## config.mk

```make
export PLATFORM = sky130hd
export DESIGN_NAME = des_round_ctrl
export DESIGN_NICKNAME = d
export VERILOG_FILES = /design/src/rtl/des_round_ctrl.sv
export SDC_FILE = /design/constraint.sdc
export NUM_CORES = 1
export LEC_CHECK = 0
export ABC_AREA = 1
export BUFFER_PORTS_ARGS = -buffer_cell sky130_fd_sc_hd__buf_2
export CORE_UTILIZATION = 35
export DETAILED_ROUTE_END_ITERATION = 12
export GPL_ROUTABILITY_DRIVEN = 0
export GPL_TIMING_DRIVEN = 1
export HOLD_SLACK_MARGIN = 0.03
export PLACE_DENSITY = 0.7
export SETUP_SLACK_MARGIN = 0.4
export SLEW_MARGIN = 10
export SYNTH_ARGS = -nofsm -noshare
export SYNTH_HDL_FRONTEND = slang
export SYNTH_SLANG_ARGS = --single-unit
```

## constraint.sdc

```tcl
create_clock -name clk -period 1.53 [get_ports clk]
set_input_delay 0.0765 -clock clk [delete_from_list [all_inputs] [get_ports clk]]
set_output_delay 0.0765 -clock clk [all_outputs]
set_load 0.005 [all_outputs]
```

## src/rtl/des_round_ctrl.sv

```systemverilog
// DES round sequencer: drives the load, round, key-rotation and output-capture
// controls of an iterative (one round per clock) DES datapath. It holds no
// datapath state of its own; it only tracks state, round count and mode.
module des_round_ctrl (
  input  logic       clk,
  input  logic       rst,
  input  logic       start_valid,
  output logic       start_ready,
  input  logic       decrypt,
  output logic       init_load,
  output logic       round_en,
  output logic [3:0] round_idx,
  output logic [1:0] key_shift,
  output logic       key_dir,
  output logic       fp_load,
  output logic       out_valid,
  input  logic       out_ready,
  output logic       busy
);

  typedef enum logic [1:0] {
    ST_IDLE   = 2'd0,
    ST_LOAD   = 2'd1,
    ST_ROUND  = 2'd2,
    ST_OUTPUT = 2'd3
  } state_t;

  localparam logic [3:0] LAST_ROUND = 4'd15;

  // Encrypt-direction rotation amounts, round 0 in the two LSBs.
  // Rounds 0..15: 1,1,2,2,2,2,2,2,1,2,2,2,2,2,2,1 (sum 28, a full turn of C/D).
  localparam logic [31:0] ENC_SHIFTS = {
    2'd1, 2'd2, 2'd2, 2'd2, 2'd2, 2'd2, 2'd2, 2'd1,
    2'd2, 2'd2, 2'd2, 2'd2, 2'd2, 2'd2, 2'd1, 2'd1
  };

  state_t     state_reg, state_next;
  logic [3:0] cnt_reg, cnt_next;
  logic       mode_reg, mode_next;

  logic [1:0] enc_tbl [16];
  logic [1:0] dec_tbl [16];

  // Decrypt walks the key schedule backwards: round 0 uses the unrotated
  // PC1 key (K16), and round r undoes the left shift of encrypt round 16-r.
  generate
    for (genvar gi = 0; gi < 16; gi++) begin : g_sched
      assign enc_tbl[gi] = ENC_SHIFTS[2*gi +: 2];
      if (gi == 0) begin : g_first
        assign dec_tbl[gi] = 2'd0;
      end else begin : g_rest
        assign dec_tbl[gi] = ENC_SHIFTS[2*(16-gi) +: 2];
      end
    end
  endgenerate

  // State, round counter and latched mode; reset discards any operation in flight.
  always_ff @(posedge clk) begin
    if (rst) begin
      state_reg <= ST_IDLE;
      cnt_reg   <= 4'd0;
      mode_reg  <= 1'b0;
    end else begin
      state_reg <= state_next;
      cnt_reg   <= cnt_next;
      mode_reg  <= mode_next;
    end
  end

  // Next-state logic and control outputs; outputs depend only on registered state.
  always_comb begin
    state_next  = state_reg;
    cnt_next    = cnt_reg;
    mode_next   = mode_reg;
    start_ready = 1'b0;
    init_load   = 1'b0;
    round_en    = 1'b0;
    round_idx   = 4'd0;
    key_shift   = 2'd0;
    key_dir     = mode_reg;
    fp_load     = 1'b0;
    out_valid   = 1'b0;
    busy        = 1'b0;

    case (state_reg)
      ST_IDLE: begin
        start_ready = 1'b1;
        if (start_valid) begin
          mode_next  = decrypt;
          state_next = ST_LOAD;
        end
      end

      ST_LOAD: begin
        busy       = 1'b1;
        init_load  = 1'b1;
        cnt_next   = 4'd0;
        state_next = ST_ROUND;
      end

      ST_ROUND: begin
        busy      = 1'b1;
        round_en  = 1'b1;
        round_idx = cnt_reg;
        key_shift = mode_reg ? dec_tbl[cnt_reg] : enc_tbl[cnt_reg];
        if (cnt_reg == LAST_ROUND) begin
          // Round 16 results are on the datapath combinationally this cycle,
          // so the final permutation is captured alongside the last round.
          fp_load    = 1'b1;
          cnt_next   = 4'd0;
          state_next = ST_OUTPUT;
        end else begin
          cnt_next = cnt_reg + 4'd1;
        end
      end

      ST_OUTPUT: begin
        busy      = 1'b1;
        out_valid = 1'b1;
        if (out_ready) begin
          state_next = ST_IDLE;
        end
      end

      default: begin
        state_next = ST_IDLE;
        cnt_next   = 4'd0;
      end
    endcase
  end

endmodule
```

==> impl_metrics.toml, run 1 <==
[logic_synthesis]
ys_async_sr_fraction_pct = 0
synth_seq_cells = 7
synthTopCellsByArea = "dfxtp_1 (24%), ha_1 (21%), nand2_1 (15%)"
syn_area_um2 = 591.8
synth.top_cell.area_share_pct = 23.68
yosys.area.top_type = "dfxtp_1"
synth_commonest_cells = "nand2_1 (24), inv_1 (17), ha_1 (10), a21oi_1 (8), dfxtp_1 (7)"
synth-main-ff-cell = "dfxtp_1"
synth_enable_flop_cells = 0
avgSynthCellArea_um2 = 6.803
ys_types = 20
synth_nets = 102
yosysSeqAreaShare_pct = 23.68
syn-instance-count = 87
yosysMostFrequentCell = "nand2_1"
yosysWarnings = 0

[critical_path]
cp-start-kind = "flip-flop"
cp_top_family = "flip-flops"
cp.buffers_inverters = 1
cp_common_cell = "nand2_1"
crit_path_cell_trace = "ha_4 -> nand2_1 -> nand3_2 -> nand2_1 -> a21oi_1 -> buf_2"
worst-setup-path-type = "reg2out"
worst-path-max-fanout = 7
slowest_stage = "dfxtp_4"
cp_slowest_stage_delay_ns = 0.44
cp.required_ns = 1.45
endpoint_kind = "primary output"
cp.arrival_ns = 1.31

[clocking]
clock-root-buffer = "clkbuf_4"
cts_tree = "done"
cts_htree_levels = 1
ctsHoldBuffers = 0
cts_buffers = 3
clk_pin_slew_ns = 0.07
cts_sinks = 7
clockBufferDepth = 2
clk_latency_ns = 0.27

[timing]
maxClockFrequency_mhz = 723.6
timing.slew.headroom_pct = 85.83
final.setup.tns_ns = 0
rsz0062_at_grt = "true"
drv_slew = 0
worst_slew_pin_slew_ns = 0.2125
fin_hold_ws_ns = 0.06320
post-route-period-util_pct = 90.32
setup_viol = 0
skew_ns = 0.01885
hold_violations = 0
period_minus_slack_ns = 1.382

[global_routing]
grtUsageTotal_pct = 20.47
met2_usage_pct = 36.42
use_met3_pct = 6.383
use_met1_pct = 22.68
grt_pass1_wl_um = 2849
grt_pass1_vias = 670
overflow = 0
grt_start_max_net_pins = 10
antenna_found_initial = 0
top_usage_layer = "met2"

[placement]
io_buffers = 17
placedCellCount = 118
dp_hpwl_um = 970.7

[floorplanning]
std_cell_rows = 14
io_pins = 18
core-area_mm2 = 0.001541
die_w_um = 43.12
dieHeight_um = 43.12
initial_core_util_pct = 38.39
die_area_mm2 = 0.001859

[power]
power.clock.fraction_pct = 10.6
p_int_uw = 939.8
irDropWorstVdd_v = 0.0008558
power_density_mw_per_mm2 = 1576
leakagePower_uw = 0.0005233
switching_power_uw = 766.3
power_frac_seq_pct = 20.1
pwr-share-comb_pct = 69.3
switching_share_pct = 44.91

[routing]
wirelength_um = 1914
drtIter0Drc = 16
drt_first_pass_iters = 4
drc = 0
antenna_left = 0
via_per_inst = 5.022
avgRoutedWirePerCell_um = 14.18
num_vias = 678

[status]
status = "complete, no violations"

[worst_hold_path]
hold_path_class = "in2reg"

[layout]
synthToLayoutAreaGrowth_pct = 82.88
diodes = 0
layout-drive-gt1-share_pct = 65.55
final_util_pct = 70.21
largest_register_ff_count = 4
instances_no_fill = 135
fin_nets = 135

[flow_run]
maxCapViolCount = 0
-- per-layer routing --
layer  share of wire [%]  up-vias
li1                    -      334
met1                  42      315
met2                  51       23
met3                 4.9        6
met4                 2.4        0
met5                   0        -
-- per-stage QoR --
stage,worst slack [ns],total power [uW],cell area (um^2)
final,0.1481,1706,1082
after global routing,0.07144,1814,1082
after CTS,0.2075,1351,937.1
after detailed placement,0.2448,836.4,694.4
after global placement,0.2814,818.2,694.4
after floorplan,0.4007,692.4,608.1
-- power groups by stage --
stage | Combinational, uW | Sequential [uW] | Clock (uW)
global placement | 526 | 292 | 0
floorplan | 411 | 281 | 0
global route | 1250 | 351 | 213
detailed placement | 541 | 296 | 0
CTS | 850 | 327 | 174
finish | 1180 | 343 | 181
-- path summary, 6_finish.rpt --
kind                startpoint            to  slack [ns]  depth (start not counted)
setup / recovery    cnt_reg[0]  key_shift[0]        0.15                          6
hold / removal             rst    cnt_reg[3]        0.06                          2
setup reg to reg  state_reg[0]  state_reg[1]        0.27                          9
hold reg to reg        key_dir       key_dir        0.52                          2
-- worst register-to-register path, cell delays in order, from the launching register on --
cell and delay, ns:
dfxtp_4 0.36, buf_6 0.11, buf_6 0.12, ha_4 0.16
nand2_2 0.05, nand2_2 0.05, inv_2 0.10, nand3_2 0.08
nand2_1 0.08, nor2_1 0.05
-- cell families (layout without fill, tap and decap cells) --
family          count (synthesis)  after routing  share of synthesized area (%)
fa+ha+maj                      10             10                          21.14
buf+inv                        19             51                          13.95
simple gates                   37             37                          26.85
compound gates                 14             14                          14.38
flops                           7              7                          23.68
-- cell type report --
type,instances,area (um^2)
Clock inverter,1,5.005
Fill cell,104,459.2
Inverter,17,81.33
Tap cell,16,20.02
Timing Repair Buffer,30,224.0
Clock buffer,3,22.52
Multi-Input combinational cell,61,571.8
Sequential cell,7,157.7
-- repair_timing --
item	4_1_cts	5_1_grt
pin swaps	14	10
setup endpoints to repair	17	18
gates resized for setup	49	20
buffers inserted	8	5
-- cell usage in the layout, fill, tap and decap left out, drive strengths merged, types with 2 or more instances in the layout --
cell type	synthesis	layout
dfxtp	7	7
buf	2	30
a21oi	9	9
nand2	25	25
clkbuf	0	3
nor2	5	5
inv	17	17
nand3	5	5
ha	10	10
o21ai	2	2
Power figures use the tool's default switching activity.
==> run 2, diff against run 1 <==
==> constraint.sdc (replaced) <==
create_clock -name clk -period 1.6 [get_ports clk]
set_input_delay 0.08 -clock clk [delete_from_list [all_inputs] [get_ports clk]]
set_output_delay 0.08 -clock clk [all_outputs]
set_load 0.01 [all_outputs]
==> impl_metrics.toml, run 2 (synthesis gave the netlist of run 1 again) <==
[routing]
num_vias = 615
drt_first_pass_iters = 4
antenna_left = 0
avgRoutedWirePerCell_um = 10.71
drc = 0
drtIter0Drc = 11
wirelength_um = 1381
via_per_inst = 4.767

[clocking]
cts_buffers = 3
clk_latency_ns = 0.25
cts_tree = "done"
ctsHoldBuffers = 0
cts_htree_levels = 1
clockBufferDepth = 2
clock-root-buffer = "clkbuf_4"
clk_pin_slew_ns = 0.05
cts_sinks = 7

[power]
irDropWorstVdd_v = 0.0008067
switching_power_uw = 554.6
power_frac_seq_pct = 24.4
switching_share_pct = 44.49
power_density_mw_per_mm2 = 1391
pwr-share-comb_pct = 62.7
p_int_uw = 691.9
power.clock.fraction_pct = 13.0
leakagePower_uw = 0.0004528

[global_routing]
antenna_found_initial = 0
grt_pass1_vias = 524
grt_start_max_net_pins = 10
grt_pass1_wl_um = 2270
grtUsageTotal_pct = 15.94
overflow = 0

[worst_hold_path]
hold_path_class = "in2reg"
min_from = "rst"
min_to = "cnt_reg[3]"
worstHoldPathCells = 2

[floorplanning]
die_w_um = 43.12
die_area_mm2 = 0.001859
core-area_mm2 = 0.001541
io_pins = 18
std_cell_rows = 14
dieHeight_um = 43.12
initial_core_util_pct = 38.39

[timing]
hold_violations = 0
period_minus_slack_ns = 1.344
post-route-period-util_pct = 84.02
maxClockFrequency_mhz = 743.8
skew_ns = 0.002716
drv_slew = 0
final.setup.tns_ns = 0
timing.slew.headroom_pct = 87.23
rsz0062_at_grt = "true"
fin_hold_ws_ns = 0.05025
worst_slew_pin_slew_ns = 0.1915
setup_viol = 0

[placement]
dp_hpwl_um = 860.1
io_buffers = 17

[critical_path]
crit_path_cell_trace = "inv_6 -> ha_1 -> nand2_1 -> nand2_1 -> nand2_1 -> a21oi_1 -> buf_2"
cp_top_family = "flip-flops"
cp-start-kind = "flip-flop"
cp.arrival_ns = 1.26
rr_startpoint = "state_reg[0]"
worst-path-max-fanout = 5
endpoint_kind = "primary output"
cp.required_ns = 1.52
slowest_stage = "dfxtp_4"
cp_slowest_stage_delay_ns = 0.37
cp.buffers_inverters = 2
worst-setup-path-type = "reg2out"
rrSetupSlack_ns = 0.47
worstRegToRegCells = 7
r2r_end = "cnt_reg[3]"
cp_common_cell = "nand2_1"

[flow_run]
maxCapViolCount = 0

[layout]
synthToLayoutAreaGrowth_pct = 51.37
final_common_cell = "nand2_1"
diodes = 0
layout-drive-gt1-share_pct = 50.44
final_cell_mix = "nand2_1 (21), buf_2 (16), inv_1 (11)"
fin_nets = 129
largest_register_ff_count = 4

[status]
status = "complete, no violations"
run 2: layout make-up:
type / count / area, um^2
fillers: 127 / 645.6
multi-input cells: 61 / 469.2
flip-flops and latches: 7 / 155.1
repair buffers: 24 / 151.4
inverters: 17 / 73.82
clock buffers: 4 / 26.28
well taps: 16 / 20.02
run 2: worst register-to-register path, delay by kind of cell, from the launching register on:
| family | cells | cell delay [ns] |
|---|---|---|
| adders and majority gates | 1 | 0.18 |
| AOI/OAI and AO/OA | 1 | 0.11 |
| and+or+nand+nor | 3 | 0.25 |
| DFF | 1 | 0.33 |
| buffers and inverters | 2 | 0.21 |
run 2: how the worst max path moves through the flow:
stage	from	end	slack, ns	cells past startpoint
final	cnt_reg[1]	key_shift[0]	0.26	7
after floorplan	cnt_reg[0]	key_shift[1]	0.41	5
after CTS	cnt_reg[1]	key_shift[0]	0.25	7
after global routing	cnt_reg[0]	key_shift[0]	0.17	6
after global placement	cnt_reg[0]	key_shift[1]	0.31	6
after detailed placement	cnt_reg[0]	key_shift[1]	0.30	6
run 2: layer usage:
| layer | track usage, % | vias to the layer above | routed length (um) |
|---|---|---|---|
| met4 | 1.818 | 0 | 0 |
| met3 | 6.383 | 0 | 63 |
| li1 | - | 320 | - |
| met2 | 27.16 | 15 | 733 |
| met1 | 19.28 | 280 | 585 |
| met5 | 0 | - | 0 |
run 2: repair_timing:
item	in CTS	in global routing
endpoints found under the hold margin	0	0
setup endpoints to repair	15	12
pin swaps	8	5
buffers inserted	6	1
gates resized for setup	29	13
run 2: power by group through the flow:
stage               clock network [uW]  registers, uW  logic (uW)
floorplan                            0            267         391
global placement                     0            274         498
detailed placement                   0            276         502
CTS                                168            293         678
global route                       182            314         864
finish                             162            304         781
run 2: metrics by stage:
stage | setup WS, ns | util, % | area (um^2) | total power [uW] | cells
floorplan | 0.4058 | - | 594.3 | 658.4 | 87
global placement | 0.3074 | 44.16 | 680.7 | 772.4 | 118
detailed placement | 0.2954 | 44.16 | 680.7 | 777.1 | 118
CTS | 0.2524 | 54.63 | 842.1 | 1139 | 128
global route | 0.1674 | 58.12 | 895.9 | 1360 | 129
finish | 0.2556 | 58.12 | 895.9 | 1247 | 129
==> run 3, diff against run 2 <==
ABC_AREA = 0   (was 1)
PLACE_DENSITY = 0.73   (was 0.7)
clock period = 1.13 ns   (was 1.6 ns; I/O delays follow)
==> impl_metrics.toml, run 3 <==
[logic_synthesis]
yosysSeqAreaShare_pct = 25.06
synth_enable_flop_cells = 0
syn-instance-count = 69
yosys.area.top_type = "dfxtp_1"
synth_nets = 84
synth.top_cell.area_share_pct = 25.06
synth-main-ff-cell = "dfxtp_1"
ys_types = 25
yosysMostFrequentCell = "ha_1"
yosysWarnings = 0
avgSynthCellArea_um2 = 8.106
synth_seq_cells = 7
syn_area_um2 = 559.3
synthTopCellsByArea = "dfxtp_1 (25%), ha_1 (22%), inv_1 (4.7%)"
synth_commonest_cells = "ha_1 (10), dfxtp_1 (7), inv_1 (7), nand2_1 (7), a21oi_1 (5)"
ys_async_sr_fraction_pct = 0

[power]
irDropWorstVdd_v = 0.001697
p_total_uw = 2095
leakagePower_uw = 0.0005387
power_density_mw_per_mm2 = 1612

[layout]
layout-drive-gt1-share_pct = 78.99
fin_nets = 135
final_cell_mix = "buf_6 (23), buf_4 (16), ha_4 (8), buf_2 (8), dfxtp_4 (5)"
diodes = 0
finalInstanceArea_mm2 = 0.001300
largest_register_ff_count = 4
synthToLayoutAreaGrowth_pct = 132.4
instances_no_fill = 135
final_common_cell = "buf_6"

[global_routing]
antenna_found_initial = 0
grt_pass1_wl_um = 3201
grtUsageTotal_pct = 24.46
grt_pass1_vias = 678
grt_start_max_net_pins = 9
overflow = 0

[routing]
num_vias = 740
drtIter0Drc = 8
via_per_inst = 5.481
drc = 0
antenna_left = 0
wirelength_um = 2328
avgRoutedWirePerCell_um = 17.24
drt_first_pass_iters = 4

[timing]
timing.slew.headroom_pct = 83.46
timing.final.ws_setup_ns = -0.3412
worst_slew_pin_slew_ns = 0.2477
final.setup.tns_ns = -2.548
maxClockFrequency_mhz = 679.7
setup_viol = 16
period_minus_slack_ns = 1.471
skew_ns = 0.002928
hold_violations = 0
post-route-period-util_pct = 130.2
rsz0062_at_grt = "true"
drv_slew = 0

[critical_path]
r2r_end = "state_reg[0]"
rr_startpoint = "cnt_reg[0]"
endpoint_kind = "primary output"
critical_path.endpoint = "key_shift[0]"
rrSetupSlack_ns = -0.25
worst-path-max-fanout = 4
critPathLaunch = "cnt_reg[1]"
worstRegToRegCells = 5
worst-setup-path-type = "reg2out"
cp.required_ns = 1.07
cp.arrival_ns = 1.41
cp-start-kind = "flip-flop"

[clocking]
cts_buffers = 3
clockBufferDepth = 2
clock-root-buffer = "clkbuf_4"
cts_sinks = 7
clk_latency_ns = 0.26
clk_pin_slew_ns = 0.05
cts_htree_levels = 1
cts_tree = "done"
ctsHoldBuffers = 0

[floorplanning]
io_pins = 18
core-area_mm2 = 0.001506
std_cell_rows = 14
dieHeight_um = 41.98
die_w_um = 41.98
initial_core_util_pct = 37.13
die_area_mm2 = 0.001762

[placement]
placedCellCount = 119
postPlaceCellArea_um2 = 892.1
io_buffers = 17
dp_hpwl_um = 1178
place_ws_ns = -0.1590

[flow_run]
maxCapViolCount = 0

[status]
status = "finished, violations left"
violations = "setup timing"

[worst_hold_path]
hold_path_class = "in2reg"
## run 3: changes by cell type after synthesis, sizes merged, moves of 3 or more
cell and delta:
nand2 -18, nand4b +3, nor2b +4, a21oi -4
inv -10
## run 3: power breakdown
group | switching, uW | internal [uW] | leakage (uW) | total (uW)
registers | 90.2 | 305 | 0.0000611 | 395
clock network | 98.0 | 135 | 0.0000150 | 233
logic | 641 | 826 | 0.000463 | 1470
## run 3: cells by family (layout without fill, tap and decap cells)
family,count (synthesis),after routing,synth area share [%]
flops,7,7,25.06
fa+ha+maj,10,10,22.37
simple gates,30,30,30.65
compound gates,12,12,13.87
buf+inv,9,59,6.263
mux,1,1,1.790
## run 3: worst min path at each step
stage               slack [ns]    start  cells past startpoint    endpoint
floorplan                 0.12      rst                      1  cnt_reg[0]
global placement          0.32  decrypt                      3     key_dir
detailed placement        0.33      rst                      2  cnt_reg[1]
CTS                       0.05  decrypt                      3     key_dir
global route              0.08  decrypt                      3     key_dir
finish                    0.07  decrypt                      3     key_dir
## run 3: layout make-up
type	instances	area [um^2]
Tap cell	16	20.02
Timing Repair Buffer	48	439.2
Clock buffer	4	26.28
Fill cell	67	206.4
Inverter	7	43.79
Multi-Input combinational cell	53	610.6
Sequential cell	7	160.2
## run 3: per-stage QoR
stage | hold slack (ns) | util, %
after floorplan | 0.1159 | -
after global placement | 0.3202 | 59.22
after detailed placement | 0.3304 | 59.22
after CTS | 0.04694 | 78.57
after global routing | 0.08167 | 86.30
final | 0.07252 | 86.30
## run 3: metal layers
layer | share of wire [%] | GRT usage (%)
met1 | 41 | 29.11
met2 | 52 | 43.13
met3 | 5.3 | 5.603
met4 | 0.77 | 7.742
met5 | 0 | 0
## run 3: worst max-delay path, stage by stage (launching register included)
cell and delay (ns):
dfxtp_4 0.36, inv_6 0.08, buf_6 0.10, ha_4 0.12, nor2b_2 0.05, o41ai_4 0.27
buf_2 0.18
## run 3: repair_timing
action,in CTS,in global routing
endpoints found under the setup margin,20,20
pin swaps,16,9
buffers inserted,8,4
gates resized for setup,48,20
gates cloned,0,0
